## config.mk

```make
export PLATFORM = sky130hd
export DESIGN_NAME = ddr_bus_decoder
export DESIGN_NICKNAME = d
export VERILOG_FILES = /design/src/rtl/ddr_bus_decoder_pkg.sv /design/src/rtl/ddr_bus_decoder_bank_tracker.sv /design/src/rtl/ddr_bus_decoder.sv
export SDC_FILE = /design/constraint.sdc
export NUM_CORES = 1
export LEC_CHECK = 0
export ABC_AREA = 1
export ABC_CLOCK_PERIOD_IN_PS = 7000
export BUFFER_PORTS_ARGS = -buffer_cell sky130_fd_sc_hd__buf_2
export CORE_ASPECT_RATIO = 1.2
export CORE_MARGIN = 2
export CORE_UTILIZATION = 50
export CTS_CLUSTER_DIAMETER = 80
export DETAILED_ROUTE_END_ITERATION = 8
export HOLD_SLACK_MARGIN = 0.02
export PLACE_DENSITY = 0.68
export SKIP_CTS_REPAIR_TIMING = 1
export SLEW_MARGIN = 20
export SYNTH_ARGS = -nofsm -noshare
export SYNTH_HDL_FRONTEND = slang
export SYNTH_SLANG_ARGS = --single-unit
export TNS_END_PERCENT = 100
```

## constraint.sdc

```tcl
create_clock -name clk -period 7 [get_ports clk]
set_input_delay 0.35 -clock clk [delete_from_list [all_inputs] [get_ports clk]]
set_output_delay 0.35 -clock clk [all_outputs]
set_load 0.01 [all_outputs]
```

## src/rtl/ddr_bus_decoder_pkg.sv

```systemverilog
// Shared definitions for the DDR bus decoder: command encodings, access and
// packet records, and small helpers used by the decoder and its bank tracker.
package ddr_bus_decoder_pkg;

  localparam int A10_BIT = 10;
  localparam int A12_BIT = 12;

  // Transaction kind carried in each record (single/burst, read/write).
  typedef enum logic [2:0] {
    FC_NONE = 3'd0,
    SCR     = 3'd1,
    SCW     = 3'd2,
    BLR     = 3'd3,
    BLW     = 3'd4
  } file_cmd_t;

  // Bus command, encoded as {CS#, RAS#, CAS#, WE#}.
  typedef enum logic [3:0] {
    DDR_PRECHRG  = 4'b0010,
    DDR_ACTIVATE = 4'b0011,
    DDR_WRITE    = 4'b0100,
    DDR_READ     = 4'b0101,
    NOP_DDR      = 4'b0111,
    DDR_IGNORED  = 4'b1111
  } ddr_cmd_t;

  typedef enum logic {
    ENG_IDLE  = 1'b0,
    ENG_BURST = 1'b1
  } beat_state_t;

  // Column access travelling through a read or write delay line.
  typedef struct packed {
    logic        valid;
    file_cmd_t   cmd;
    logic [1:0]  bank;
    logic [12:0] row;
    logic [9:0]  col;
    logic [31:0] id;
    logic [31:0] timestamp;
  } pending_access_t;

  // One per-beat transaction record.
  typedef struct packed {
    logic        valid;
    file_cmd_t   cmd;
    logic [1:0]  bank;
    logic [12:0] row;
    logic [9:0]  col;
    logic [15:0] data;
    logic        last;
    logic [31:0] id;
    logic [31:0] timestamp;
  } packet_t;

  // Map the four command pins to a bus command; anything unknown is ignored.
  function automatic ddr_cmd_t decode_cmd(input logic [3:0] pins);
    ddr_cmd_t cmd;
    case (pins)
      4'b0010: cmd = DDR_PRECHRG;
      4'b0011: cmd = DDR_ACTIVATE;
      4'b0100: cmd = DDR_WRITE;
      4'b0101: cmd = DDR_READ;
      4'b0111: cmd = NOP_DDR;
      default: cmd = DDR_IGNORED;
    endcase
    return cmd;
  endfunction

  function automatic logic is_burst(input file_cmd_t cmd);
    return (cmd == BLR) || (cmd == BLW);
  endfunction

  // Sequential wrap inside the aligned block selected by mask (mask = L-1).
  function automatic logic [9:0] beat_col(input logic [9:0] col,
                                          input logic [9:0] k,
                                          input logic [9:0] mask);
    logic [9:0] sum;
    sum = col + k;
    return (col & ~mask) | (sum & mask);
  endfunction

endpackage

```

## src/rtl/ddr_bus_decoder_bank_tracker.sv

```systemverilog
// Per-bank open/row table fed by ACTIVATE and PRECHRG, with combinational
// lookup of the addressed bank for column commands.
module ddr_bank_tracker
  import ddr_bus_decoder_pkg::*;
(
  input  logic        clk,
  input  logic        reset_n,
  input  logic        act,
  input  logic        pre,
  input  logic        pre_all,
  input  logic [1:0]  ba,
  input  logic [12:0] addr,
  output logic        bank_open,
  output logic [12:0] bank_row,
  output logic        double_act
);

  logic [3:0]       open_r;
  logic [3:0][12:0] row_r;

  // Lookup of the addressed bank; ACTIVATE to an open bank is flagged.
  always_comb begin
    bank_open  = open_r[ba];
    bank_row   = row_r[ba];
    double_act = act & open_r[ba];
  end

  // Table update: ACTIVATE opens and loads the row, PRECHRG closes one or all.
  always_ff @(posedge clk or negedge reset_n) begin
    if (!reset_n) begin
      open_r <= 4'd0;
      row_r  <= '0;
    end else if (act) begin
      open_r[ba] <= 1'b1;
      row_r[ba]  <= addr;
    end else if (pre) begin
      if (pre_all) begin
        open_r <= 4'd0;
      end else begin
        open_r[ba] <= 1'b0;
      end
    end else begin
      open_r <= open_r;
      row_r  <= row_r;
    end
  end

endmodule

```

## src/rtl/ddr_bus_decoder.sv

```systemverilog
// Passive DDR bus monitor: decodes commands, tracks open rows, and rebuilds
// every READ/WRITE into registered per-beat transaction records.
module ddr_bus_decoder
  import ddr_bus_decoder_pkg::*;
#(
  parameter int RD_LAT    = 3,
  parameter int WR_LAT    = 1,
  parameter int BURST_LEN = 8
) (
  input  logic        clk,
  input  logic        reset_n,
  input  logic        ddr_cs_n,
  input  logic        ddr_ras_n,
  input  logic        ddr_cas_n,
  input  logic        ddr_we_n,
  input  logic [1:0]  ddr_ba,
  input  logic [12:0] ddr_addr,
  input  logic [15:0] ddr_dq,
  output logic        pkt_valid,
  output logic [2:0]  pkt_cmd,
  output logic [1:0]  pkt_bank,
  output logic [12:0] pkt_row,
  output logic [9:0]  pkt_col,
  output logic [15:0] pkt_data,
  output logic        pkt_last,
  output logic [31:0] pkt_id,
  output logic [31:0] pkt_timestamp,
  output logic        err_closed_bank,
  output logic        err_double_act,
  output logic        err_overlap
);

  localparam logic [3:0] BURST_BEATS = 4'(BURST_LEN);
  localparam logic [9:0] BURST_MASK  = 10'(BURST_LEN - 1);

  ddr_cmd_t        cmd_s;
  logic            act_s, pre_s, rd_s, wr_s, col_cmd_s;
  logic            bank_open_s, double_act_s, closed_s;
  logic [12:0]     bank_row_s;
  pending_access_t acc_s, rd_acc_s, wr_acc_s;
  pending_access_t rd_line_r [RD_LAT];
  pending_access_t wr_line_r [WR_LAT];
  pending_access_t tap_rd_s, tap_wr_s, sel_s, cur_r, beat_acc_s;
  logic [31:0]     cycle_r, id_r;
  beat_state_t     state_r, state_s;
  logic [2:0]      beat_idx_r, beat_k_s;
  logic [3:0]      beats_left_r, load_len_s;
  logic            load_s, overlap_s, beat_v_s, beat_last_s;
  logic [9:0]      beat_mask_s;
  packet_t         pkt_s;

  // Command decode from the four command pins.
  always_comb begin
    cmd_s     = decode_cmd({ddr_cs_n, ddr_ras_n, ddr_cas_n, ddr_we_n});
    act_s     = (cmd_s == DDR_ACTIVATE);
    pre_s     = (cmd_s == DDR_PRECHRG);
    rd_s      = (cmd_s == DDR_READ);
    wr_s      = (cmd_s == DDR_WRITE);
    col_cmd_s = rd_s | wr_s;
  end

  ddr_bank_tracker u_bank_tracker (
    .clk        (clk),
    .reset_n    (reset_n),
    .act        (act_s),
    .pre        (pre_s),
    .pre_all    (ddr_addr[A10_BIT]),
    .ba         (ddr_ba),
    .addr       (ddr_addr),
    .bank_open  (bank_open_s),
    .bank_row   (bank_row_s),
    .double_act (double_act_s)
  );

  // Build the access record for a column command to an open bank.
  always_comb begin
    acc_s           = '0;
    acc_s.valid     = col_cmd_s & bank_open_s;
    acc_s.bank      = ddr_ba;
    acc_s.row       = bank_row_s;
    acc_s.col       = ddr_addr[9:0];
    acc_s.id        = id_r;
    acc_s.timestamp = cycle_r;
    if (rd_s) begin
      if (ddr_addr[A12_BIT]) acc_s.cmd = SCR;
      else                   acc_s.cmd = BLR;
    end else begin
      if (ddr_addr[A12_BIT]) acc_s.cmd = SCW;
      else                   acc_s.cmd = BLW;
    end
    rd_acc_s       = acc_s;
    rd_acc_s.valid = acc_s.valid & rd_s;
    wr_acc_s       = acc_s;
    wr_acc_s.valid = acc_s.valid & wr_s;
    closed_s       = col_cmd_s & ~bank_open_s;
  end

  // Free-running cycle counter and access sequence number.
  always_ff @(posedge clk or negedge reset_n) begin
    if (!reset_n) begin
      cycle_r <= 32'd0;
      id_r    <= 32'd0;
    end else begin
      cycle_r <= cycle_r + 32'd1;
      if (acc_s.valid) id_r <= id_r + 32'd1;
      else             id_r <= id_r;
    end
  end

  // Read delay line: the last slot is valid on the first data beat cycle.
  always_ff @(posedge clk or negedge reset_n) begin
    if (!reset_n) begin
      for (int i = 0; i < RD_LAT; i++) rd_line_r[i] <= '0;
    end else begin
      rd_line_r[0] <= rd_acc_s;
      for (int i = 1; i < RD_LAT; i++) rd_line_r[i] <= rd_line_r[i-1];
    end
  end

  // Write delay line, same shape as the read line.
  always_ff @(posedge clk or negedge reset_n) begin
    if (!reset_n) begin
      for (int i = 0; i < WR_LAT; i++) wr_line_r[i] <= '0;
    end else begin
      wr_line_r[0] <= wr_acc_s;
      for (int i = 1; i < WR_LAT; i++) wr_line_r[i] <= wr_line_r[i-1];
    end
  end

  // Beat engine next state: load a tap when idle (read wins a tie), otherwise
  // keep streaming and flag any tap that arrives while busy.
  always_comb begin
    tap_rd_s    = rd_line_r[RD_LAT-1];
    tap_wr_s    = wr_line_r[WR_LAT-1];
    state_s     = state_r;
    load_s      = 1'b0;
    overlap_s   = 1'b0;
    sel_s       = tap_rd_s;
    load_len_s  = 4'd1;
    beat_v_s    = 1'b0;
    beat_acc_s  = cur_r;
    beat_k_s    = beat_idx_r;
    beat_last_s = 1'b0;
    case (state_r)
      ENG_IDLE: begin
        if (tap_rd_s.valid) begin
          load_s    = 1'b1;
          sel_s     = tap_rd_s;
          overlap_s = tap_wr_s.valid;
        end else if (tap_wr_s.valid) begin
          load_s = 1'b1;
          sel_s  = tap_wr_s;
        end else begin
          load_s = 1'b0;
        end
        if (is_burst(sel_s.cmd)) load_len_s = BURST_BEATS;
        else                     load_len_s = 4'd1;
        beat_v_s    = load_s;
        beat_acc_s  = sel_s;
        beat_k_s    = 3'd0;
        beat_last_s = load_s & (load_len_s == 4'd1);
        if (load_s && (load_len_s != 4'd1)) state_s = ENG_BURST;
        else                                state_s = ENG_IDLE;
      end
      ENG_BURST: begin
        overlap_s   = tap_rd_s.valid | tap_wr_s.valid;
        beat_v_s    = cur_r.valid;
        beat_acc_s  = cur_r;
        beat_k_s    = beat_idx_r;
        beat_last_s = (beats_left_r == 4'd1);
        if (beats_left_r == 4'd1) state_s = ENG_IDLE;
        else                      state_s = ENG_BURST;
      end
      default: begin
        state_s = ENG_IDLE;
      end
    endcase
  end

  // Beat engine state, current access and beat counters.
  always_ff @(posedge clk or negedge reset_n) begin
    if (!reset_n) begin
      state_r      <= ENG_IDLE;
      cur_r        <= '0;
      beat_idx_r   <= 3'd0;
      beats_left_r <= 4'd0;
    end else begin
      state_r <= state_s;
      if (load_s) begin
        cur_r        <= sel_s;
        beat_idx_r   <= 3'd1;
        beats_left_r <= load_len_s - 4'd1;
      end else if (state_r == ENG_BURST) begin
        cur_r        <= cur_r;
        beat_idx_r   <= beat_idx_r + 3'd1;
        beats_left_r <= beats_left_r - 4'd1;
      end else begin
        cur_r        <= cur_r;
        beat_idx_r   <= beat_idx_r;
        beats_left_r <= beats_left_r;
      end
    end
  end

  // Assemble this cycle's record; fields are zero when no beat is sampled.
  always_comb begin
    pkt_s       = '0;
    beat_mask_s = 10'd0;
    if (beat_v_s) begin
      if (is_burst(beat_acc_s.cmd)) beat_mask_s = BURST_MASK;
      else                          beat_mask_s = 10'd0;
      pkt_s.valid     = 1'b1;
      pkt_s.cmd       = beat_acc_s.cmd;
      pkt_s.bank      = beat_acc_s.bank;
      pkt_s.row       = beat_acc_s.row;
      pkt_s.col       = beat_col(beat_acc_s.col, {7'd0, beat_k_s}, beat_mask_s);
      pkt_s.data      = ddr_dq;
      pkt_s.last      = beat_last_s;
      pkt_s.id        = beat_acc_s.id;
      pkt_s.timestamp = beat_acc_s.timestamp;
    end else begin
      pkt_s = '0;
    end
  end

  // Registered record and error pulse outputs.
  always_ff @(posedge clk or negedge reset_n) begin
    if (!reset_n) begin
      pkt_valid       <= 1'b0;
      pkt_cmd         <= 3'd0;
      pkt_bank        <= 2'd0;
      pkt_row         <= 13'd0;
      pkt_col         <= 10'd0;
      pkt_data        <= 16'd0;
      pkt_last        <= 1'b0;
      pkt_id          <= 32'd0;
      pkt_timestamp   <= 32'd0;
      err_closed_bank <= 1'b0;
      err_double_act  <= 1'b0;
      err_overlap     <= 1'b0;
    end else begin
      pkt_valid       <= pkt_s.valid;
      pkt_cmd         <= pkt_s.cmd;
      pkt_bank        <= pkt_s.bank;
      pkt_row         <= pkt_s.row;
      pkt_col         <= pkt_s.col;
      pkt_data        <= pkt_s.data;
      pkt_last        <= pkt_s.last;
      pkt_id          <= pkt_s.id;
      pkt_timestamp   <= pkt_s.timestamp;
      err_closed_bank <= closed_s;
      err_double_act  <= double_act_s;
      err_overlap     <= overlap_s;
    end
  end

endmodule

```

## Word level (Yosys, flattened, before mapping)

Cells that the tools add are included.

- Register bits: 614
- Output and inout port bits: 113
- Word-level logic and storage cells: 141

- Bitwise operators: 17
- Mux-type cells: 43
- Magnitude comparators: 2
- Reduce and logical (&&, ||, !) cells: 6
- Equal/unequal tests: 16
- Add/sub/neg operators: 6

Operators by type and width:

| kind | count |
|---|---|
| $mux 93 | 4 |
| $pmux 92 s2 | 1 |
| $mux 110 | 1 |
| $add 32x1->32 const B | 2 |
| $bwmux 52 | 1 |
| $mux 4 | 8 |
| $bmux 13 s2 | 1 |
| $demux 13 s2 | 1 |
| $mux 13 | 2 |
| $and 10x10->10 | 2 |
| $eq 4x3->1 const B | 5 |
| $pmux 4 s5 | 1 |
| $eq 4x2->1 const B | 4 |
| $mux 3 | 5 |
| $add 10x3->10 | 1 |
| $mux 10 | 1 |
| $not 10->10 | 1 |
| $or 10x10->10 | 1 |
| $mux 1 | 9 |
| $eq 4x1->1 const B | 2 |
| $pmux 1 s2 | 4 |
| $sub 4x1->4 const B | 2 |
| $and 1x1->1 | 6 |
| $eq 3x2->1 const B | 2 |
| 17 further kinds | 23 |

## Longest topological paths before layout

Gate-level depths: netlist of the first run.

- Depth in word-level cells: 12
- Gate-level depth with buffers: 16
- Mapped depth without buffers: 15

## Hierarchy

Synthesis of the first run repeated with hierarchy kept, for this count alone.

- Cell total of the unflattened synthesis: 2014
- Area, all modules: 22341.4 um^2

Modules (own cells, without submodules):

| module | area an instance (um^2) | times used | cells each | seq. area each (um^2) |
|---|---|---|---|---|
| ddr_bus_decoder | 19761.5 | 1 | 1716 | 13963.4 |
| ddr_bank_tracker | 2580.0 | 1 | 298 | 1401.3 |

## Worst setup path after synthesis of the first run

OpenSTA, ideal clock, no wires.

- Kind: flip-flop to flip-flop
- From: register state_r
- To: register pkt_col[2]
- Path slack: 4805 ps
- Clock period less this slack: 2195 ps
- Path buffers: 3
- Library setup time: 71 ps
- Data required time: 6929 ps
- Stages on the path, launching flop included: 15
- Arrival time: 2123 ps
- Cells stage by stage: dfrtp_1 buf_4 inv_1 buf_2 buf_2 o21ai_0 inv_1 ha_1 inv_1 fa_1 xor2_1 nand3_1 nand2_1 inv_1 nor2_1

RTL lines:

| what | line | text |
|---|---|---|
| start, declared | ddr_bus_decoder.sv:45 | `beat_state_t state_r, state_s;` |
| start signal, assigned | ddr_bus_decoder.sv:188 | `state_r <= state_s;` |
| end signal, assigned | ddr_bus_decoder.sv:246 | `pkt_col <= pkt_s.col;` |
| end, declared | ddr_bus_decoder.sv:23 | `output logic [9:0] pkt_col,` |

==> summary.md, run 1 <==
| Metric | Value |
|---|---|
| Clock-pin slew on the worst setup and hold paths | `60 ps` |
| Seq pwr share | `50.2%` |
| Critical Path AT | `4040 ps` |
| CP delay by family, top | `buffers and inverters` |
| Diode count | `0` |
| Critical Path End Type | `flop` |
| Clock share of power | `35.2%` |
| GR Util met1 | `26.2%` |
| Net Sw Power | `2.40 mW` |
| Share of cells above drive strength 1 | `12.3%` |
| Core ar. | `43700 µm²` |
| Mapped Area | `22100 µm²` |
| Gr ovfl total | `0` |
| Ys async rst share | `100%` |
| Hold WC Path Type | `in -> reg` |
| Cells along the critical path | `nor2_8 -> inv_4 -> nand2_4 -> clkinv_2 -> buf_4 -> a211o_1 -> inv_1` |
| Fmax | `286 MHz` |
| Final Critical Period | `3500 ps` |
| Commonest non-fill, non-tap cell in the layout | `dfrtp_1` |
| Largest net degree at the start of global routing | `152` |
| Grt peak-use layer | `met2` |
| Post-layout nets | `2205` |
| Buf/Inv on CP | `4` |
| H-tree depth | `2` |
| Hpwl dp | `27.2 mm` |
| Initial core utilization | `50.5%` |
| Post-DR wirelength/cell | `15.8 µm` |
| First-pass GRT wire length | `71.4 mm` |
| Critical path type | `reg -> reg` |
| CP Launch Type | `flop` |
| DR pass1 iterations | `7` |
| CP max-delay cell | `nor2_8` |
| Netlist cell types | `36` |
| Yosys reg bits | `614` |
| Most frequent cells in the layout | `614 x dfrtp_1, 335 x nand2_1, 233 x inv_1, 177 x nor2_1, 168 x o21ai_0` |
| Outcome | `finished, final reports clean` |
| Fin Setup TNS | `0 ps` |
| Tot GR Track Use | `19.6%` |
| Routability congestion estimate | `0.937` |
| TritonCTS sink count | `614` |
| Logic gate share of total power | `14.6%` |
| CP Max Fanout | `78` |
| Residual DRC | `0` |
| Setup WS pre-CTS | `3440 ps` |
| Post-Syn Instances | `1992` |
| Leakage power total | `13.5 nW` |
| Buffers on Ports | `149` |
| Antenna violations before repair | `0` |
| Met2 Track Usage GR | `33.2%` |
| Synthesized area per cell | `11.1 µm²` |
| # fillers | `3606` |
| Synth area leaders | `dfrtp_1 70%, nand2_1 5.7%, inv_1 4.0%` |
| Yosys top cell area share | `69.6%` |
| Slew margin rel. | `32.5%` |
| Post-synth EDFFs | `0` |
| Met3 usage | `3.57%` |
| MaxCap Viol Count | `0` |
| Die width | `196 µm` |
| FF+latch area | `15400 µm²` |
| # setup viols final | `0` |
| Setup Skew | `31.8 ps` |
| Largest area contributor in the netlist | `dfrtp_1` |
| WP data required | `7550 ps` |
| Tcrit/Tclk final | `49.9%` |
| Final WL | `43.8 mm` |
| Multi-input logic area | `5460 µm²` |
| Antenna Violating Nets Remaining | `0` |
| Via/cell ratio | `5.01` |
| Die height | `234 µm` |
| Final count of pins violating max slew | `0` |
| Syn-to-layout area delta | `15.4%` |
| Syn_nets | `2037` |
| PD cells | `342 nW/µm²` |
| Vias in the first global route | `13808` |
| Clock root buffer | `clkbuf_16` |
| Maximum vdd drop | `0.318 mV` |
| Cell Rows | `84` |
| Yosys warning total | `0` |
| Via count | `13832` |
| TritonCTS buffer count | `56` |
| Num ports | `150` |
| Worst slew pin tran | `1010 ps` |
| 1st-iter DRT viols | `1009` |
| RSZ-0062 raised after global routing | `no` |
| Most common flop cell mapped by yosys | `dfrtp_1` |
| Sw Share | `27.5%` |
| Worst Hold Margin | `33.5 ps` |
| Seq/Total Area, Yosys | `69.6%` |
| P_int | `6.32 mW` |
| Final Hold Vio Count | `0` |
| Setup WS post-layout | `3500 ps` |
| TritonCTS clock tree | `yes` |
| Max incr delay on CP | `880 ps` |
| CTS Buffer Depth | `3` |
| Full die area | `45900 µm²` |
| Clk_lat worst skew | `630 ps` |
power groups by stage:
stage / clock network, mW / logic (mW) / registers (mW)
global route: 3.31 / 1.47 / 4.44
finish: 3.07 / 1.28 / 4.38
CTS: 3.15 / 1.28 / 4.38
detailed placement: 0 / 1.28 / 4.44
global placement: 0 / 1.22 / 4.42
floorplan: 0 / 0.833 / 4.40
tightest hold or removal path, delay by kind of cell:
kind / cells / cell delay, ps
buffers and inverters: 2 / 130
AOI/OAI and AO/OA: 2 / 140
routing by layer:
metal  vias to the layer above  share of wire [%]
li1                       6713                  -
met1                      6813                 44
met2                       241                 50
met3                        65                3.9
met4                         0                2.1
met5                         -                  0
registers in the layout, indices dropped and copies added, names as in the netlist, 2 cells and up:
| register | cells |
|---|---|
| pkt_id | 32 |
| pkt_col | 10 |
| beat_idx_r | 3 |
| pkt_bank | 2 |
| tap_wr_s | 93 |
| u_bank_tracker.open_r | 4 |
| pkt_cmd | 3 |
| u_bank_tracker.row_r | 52 |
| pkt_row | 13 |
| cycle_r | 32 |
| rd_line_r | 187 |
| pkt_data | 16 |
| beats_left_r | 4 |
| id_r | 32 |
| cur_r | 93 |
| pkt_timestamp | 32 |
logic make-up after synthesis:
family | count (synthesis) | synth area share [%]
adder cells (fa/ha/maj) | 8 | 0.487
flip-flops | 614 | 69.6
multiplexers | 14 | 0.634
XOR/XNOR | 58 | 2.30
AND/OR/NAND/NOR | 605 | 11.2
AO/OA/AOI/OAI | 376 | 10.1
buffers and inverters | 317 | 5.76
through the flow:
step | cells | power, mW | area, µm² | util (%)
final | 2763 | 8.72 | 25500 | 58.3
after CTS | 2733 | 8.81 | 25200 | 57.6
after detailed placement | 2631 | 5.72 | 23300 | 53.3
after floorplan | 1992 | 5.24 | 22100 | -
after global placement | 2631 | 5.64 | 23300 | 53.3
after global routing | 2763 | 9.21 | 25500 | 58.3
layout make-up:
cell class,count,area share (%)
multi-input combinational,1061,21.4
tap,559,2.74
sequential,614,60.3
clock inverter,21,0.977
clock buffer,81,6.42
timing repair buffer,189,4.62
inverter,238,3.53
synth_stat cells (5+ instances only):
master    count
buf_1        12
a21oi_1     106
nand4_1      20
buf_4        12
nor2_1      177
a211o_1      73
buf_2        21
ha_1          7
nand2_1     335
nand3_1      37
clkbuf_1     33
o21ai_0     168
mux2i_1      14
nand2_2       5
inv_1       234
dfrtp_1     614
nor3_1       19
a22oi_1      24
xor2_1       32
xnor2_1      26
final timing paths:
path                                start                  endpoint  slack (ps)  depth (start not counted)
hold reg to reg            rd_line_r[156]             rd_line_r[63]         330                          0
hold / removal               ddr_addr[10]  u_bank_tracker.open_r[0]          30                          4
setup / recovery                  state_r                pkt_id[12]        3500                          7
min in group asynchronous         reset_n  u_bank_tracker.row_r[37]         370                          2
max in group asynchronous         reset_n                  cur_r[0]        5260                          3
setup reg to reg                  state_r                pkt_id[12]        3500                          7
Power figures use the tool's default switching activity.
==> run 2, diff against run 1 <==
ABC_AREA = 0   (was 1)
ABC_CLOCK_PERIOD_IN_PS = 3530   (was 7000)
clock period = 3.53 ns   (was 7 ns; I/O delays follow)
==> summary.md, run 2 <==
| Metric | Value |
|---|---|
| Buffers on Ports | `149 (unchanged)` |
| Final WL | `37.7 mm (was 43.8 mm)` |
| PD cells | `630 nW/µm² (was 342 nW/µm²)` |
| Leakage power total | `13.2 nW (was 13.5 nW)` |
| Net Sw Power | `3.72 mW (was 2.40 mW)` |
| Hpwl dp | `23.0 mm (was 27.2 mm)` |
| Synth area leaders | `dfrtp_1 73%, a21o_1 5.2%, mux2i_1 4.3% (was dfrtp_1 70%, nand2_1 5.7%, inv_1 4.0%)` |
| Final Hold Vio Count | `0 (unchanged)` |
| Fin Setup TNS | `0 ps (unchanged)` |
| TritonCTS buffer count | `57 (was 56)` |
| Min-delay src | `ddr_cs_n (was ddr_addr[10])` |
| Syn_nets | `1486 (was 2037)` |
| # placed instances | `2091 (was 2631)` |
| CTS Buffer Depth | `3 (unchanged)` |
| Count leader, synth | `dfrtp_1 (unchanged)` |
| Most flops, register | `rd_line_r (unchanged)` |
| Beginning of the critical path | `rd_line_r[92] (was state_r)` |
| Sw Share | `23.8% (was 27.5%)` |
| Critical Path End Type | `flop (unchanged)` |
| Tot GR Track Use | `17.8% (was 19.6%)` |
| Total power draw | `15.6 mW (was 8.72 mW)` |
| Final Critical Period | `2800 ps (was 3500 ps)` |
| Clock share of power | `38.9% (was 35.2%)` |
| Clock-pin slew on the worst setup and hold paths | `60 ps (about the same)` |
| Yosys top cell area share | `72.6% (was 69.6%)` |
| Syn-to-layout area delta | `17.1% (was 15.4%)` |
| Post-DR wirelength/cell | `16.9 µm (was 15.8 µm)` |
| Via count | `11379 (was 13832)` |
| Ys async rst share | `100% (unchanged)` |
| Final count of pins violating max slew | `0 (unchanged)` |
| Die height | `229 µm (was 234 µm)` |
| Layout Cells excl Fill | `2229 (was 2763)` |
| Routability congestion estimate | `0.759 (was 0.937)` |
| CP Max Fanout | `20 (was 78)` |
| MaxCap Viol Count | `0 (unchanged)` |
| Antenna Violating Nets Remaining | `0 (unchanged)` |
| Share of cells above drive strength 1 | `20.4% (was 12.3%)` |
| Die width | `192 µm (was 196 µm)` |
| Setup Skew | `19.3 ps (was 31.8 ps)` |
| Diode count | `0 (unchanged)` |
| Core ar. | `41800 µm² (was 43700 µm²)` |
| Synthesized area per cell | `14.7 µm² (was 11.1 µm²)` |
| Num ports | `150 (unchanged)` |
| Initial core utilization | `50.7% (was 50.5%)` |
| Tcrit/Tclk final | `79.2% (was 49.9%)` |
| WP data required | `3980 ps (was 7550 ps)` |
| Worst slew pin tran | `927 ps (was 1010 ps)` |
| Vias in the first global route | `11970 (was 13808)` |
| H-tree depth | `2 (unchanged)` |
| Critical Path AT | `3250 ps (was 4040 ps)` |
| Outcome | `finished, final reports clean (unchanged)` |
| Yosys reg bits | `614 (unchanged)` |
| Maximum vdd drop | `0.432 mV (was 0.318 mV)` |
| Full die area | `44000 µm² (was 45900 µm²)` |
| Clk_lat worst skew | `580 ps (was 630 ps)` |
| R2r startpoint | `rd_line_r[92] (was state_r)` |
| # setup viols final | `0 (unchanged)` |
| Yosys warning total | `0 (unchanged)` |
| DR pass1 iterations | `4 (was 7)` |
| Hold WC Path Type | `in -> reg (unchanged)` |
| Netlist cell types | `45 (was 36)` |
| RSZ-0062 raised after global routing | `no (unchanged)` |
| Largest net degree at the start of global routing | `111 (was 152)` |
| Post-Syn Instances | `1441 (was 1992)` |
| Gr ovfl total | `0 (unchanged)` |
| Antenna violations before repair | `0 (unchanged)` |
| Largest area contributor in the netlist | `dfrtp_1 (unchanged)` |
| CP Launch Type | `flop (unchanged)` |
| Post-synth EDFFs | `0 (unchanged)` |
| Logic gate share of total power | `9.2% (was 14.6%)` |
| Fmax | `357 MHz (was 286 MHz)` |
| Most common flop cell mapped by yosys | `dfrtp_1 (unchanged)` |
| Cell Rows | `82 (was 84)` |
| Seq pwr share | `51.9% (was 50.2%)` |
| Residual DRC | `0 (unchanged)` |
| Commonest non-fill, non-tap cell in the layout | `dfrtp_1 (unchanged)` |
| Max reg flops | `187 (unchanged)` |
| Synth top cells by count | `614 x dfrtp_1, 147 x a21o_1, 124 x nor2_1, 91 x mux2i_1, 66 x nand2_1 (was 614 x dfrtp_1, 335 x nand2_1, 234 x inv_1, 177 x nor2_1, 168 x o21ai_0)` |
| Most frequent cells in the layout | `613 x dfrtp_1, 148 x buf_2, 147 x a21o_1, 123 x nor2_1, 91 x mux2i_1 (was 614 x dfrtp_1, 335 x nand2_1, 233 x inv_1, 177 x nor2_1, 168 x o21ai_0)` |
| Critical path type | `reg -> reg (unchanged)` |
| Via/cell ratio | `5.10 (was 5.01)` |
| P_int | `11.9 mW (was 6.32 mW)` |
| 1st-iter DRT viols | `546 (was 1009)` |
| Clock root buffer | `clkbuf_16 (unchanged)` |
| Slew margin rel. | `38.1% (was 32.5%)` |
| Mapped Area | `21200 µm² (was 22100 µm²)` |
| TritonCTS sink count | `614 (unchanged)` |
| TritonCTS clock tree | `yes (unchanged)` |
| Post-layout nets | `1682 (was 2205)` |
| First-pass GRT wire length | `62.4 mm (was 71.4 mm)` |
| Seq/Total Area, Yosys | `72.6% (was 69.6%)` |
[run 2: cell count changes in the layout (fill, tap and decap cells not counted), moves of 77 or more]
cell	before	now
nand2_1	335	66
a21oi_1	106	29
o21ai_0	168	26
inv_1	233	11
a21o_1	0	147
mux2i_1	14	91
[run 2: area by class of cell]
class                   count  area (µm²)
clock buffers              81        1650
flip-flops and latches    614       15400
multi-input cells         753        5500
clock inverters            24         235
inverters                  11        41.3
repair buffers            200        1300
well taps                 546         683
fillers                  3235       17000
[run 2: final timing paths]
check | end | slack, ps | cells past startpoint
min in group asynchronous | err_closed_bank | 140 | 2
max | pkt_data[11] | 730 | 5
max in group asynchronous | pkt_timestamp[6] | 2240 | 4
max reg2reg | pkt_data[11] | 730 | 5
min | u_bank_tracker.open_r[0] | 20 | 4
min reg2reg | rd_line_r[59] | 340 | 0
[run 2: per-stage QoR]
stage | hold WS, ps | worst slack (ps) | utilization (%) | cell area [µm²]
6_report | 19.1 | 733 | 59.3 | 24800
5_1_grt | 24.4 | 451 | 59.3 | 24800
4_1_cts | -452 | 705 | 58.5 | 24400
3_5_place_dp | 173 | 714 | 54.0 | 22600
3_3_place_gp | 166 | 895 | 54.0 | 22600
2_1_floorplan | -119 | 1170 | - | 21200
[run 2: cell families (layout without fill, tap and decap cells)]
family                     Yosys count  in the layout  synth area share, %
DFF                                614            614                 72.6
and+or+nand+nor                    309            309                 7.16
AOI/OAI and AO/OA                  212            212                 6.89
muxes                              158            158                 8.62
buffers and inverters               74            316                 1.47
xor gates and xnor gates            65             65                 2.69
adders and majority gates            9              9                0.556
[run 2: power by group through the flow]
stage          logic (mW)  clock network (mW)  registers, mW
5_1_grt              1.62                6.52           8.17
3_3_place_gp         1.38                   0           8.18
4_1_cts              1.44                6.24           8.10
2_1_floorplan       0.895                   0           8.13
6_report             1.43                6.06           8.10
3_5_place_dp         1.44                   0           8.22
[run 2: routing by layer]
layer | part of all wire, % | vias up | wire [µm] | GRT usage, %
met1 | 46 | 5822 | 17200 | 25.3
met2 | 48 | 210 | 18100 | 28.4
li1 | - | 5280 | - | -
met5 | 0 | - | 0 | 0
met4 | 2.6 | 0 | 977 | 5.82
met3 | 3.9 | 67 | 1460 | 2.74
[run 2: worst max-delay path, cell delays in order, from the launching register on]
cell	delay [ps]
dfrtp_1	460
nor2_1	410
nor2_1	160
nor2_2	760
inv_1	540
and2_1	330
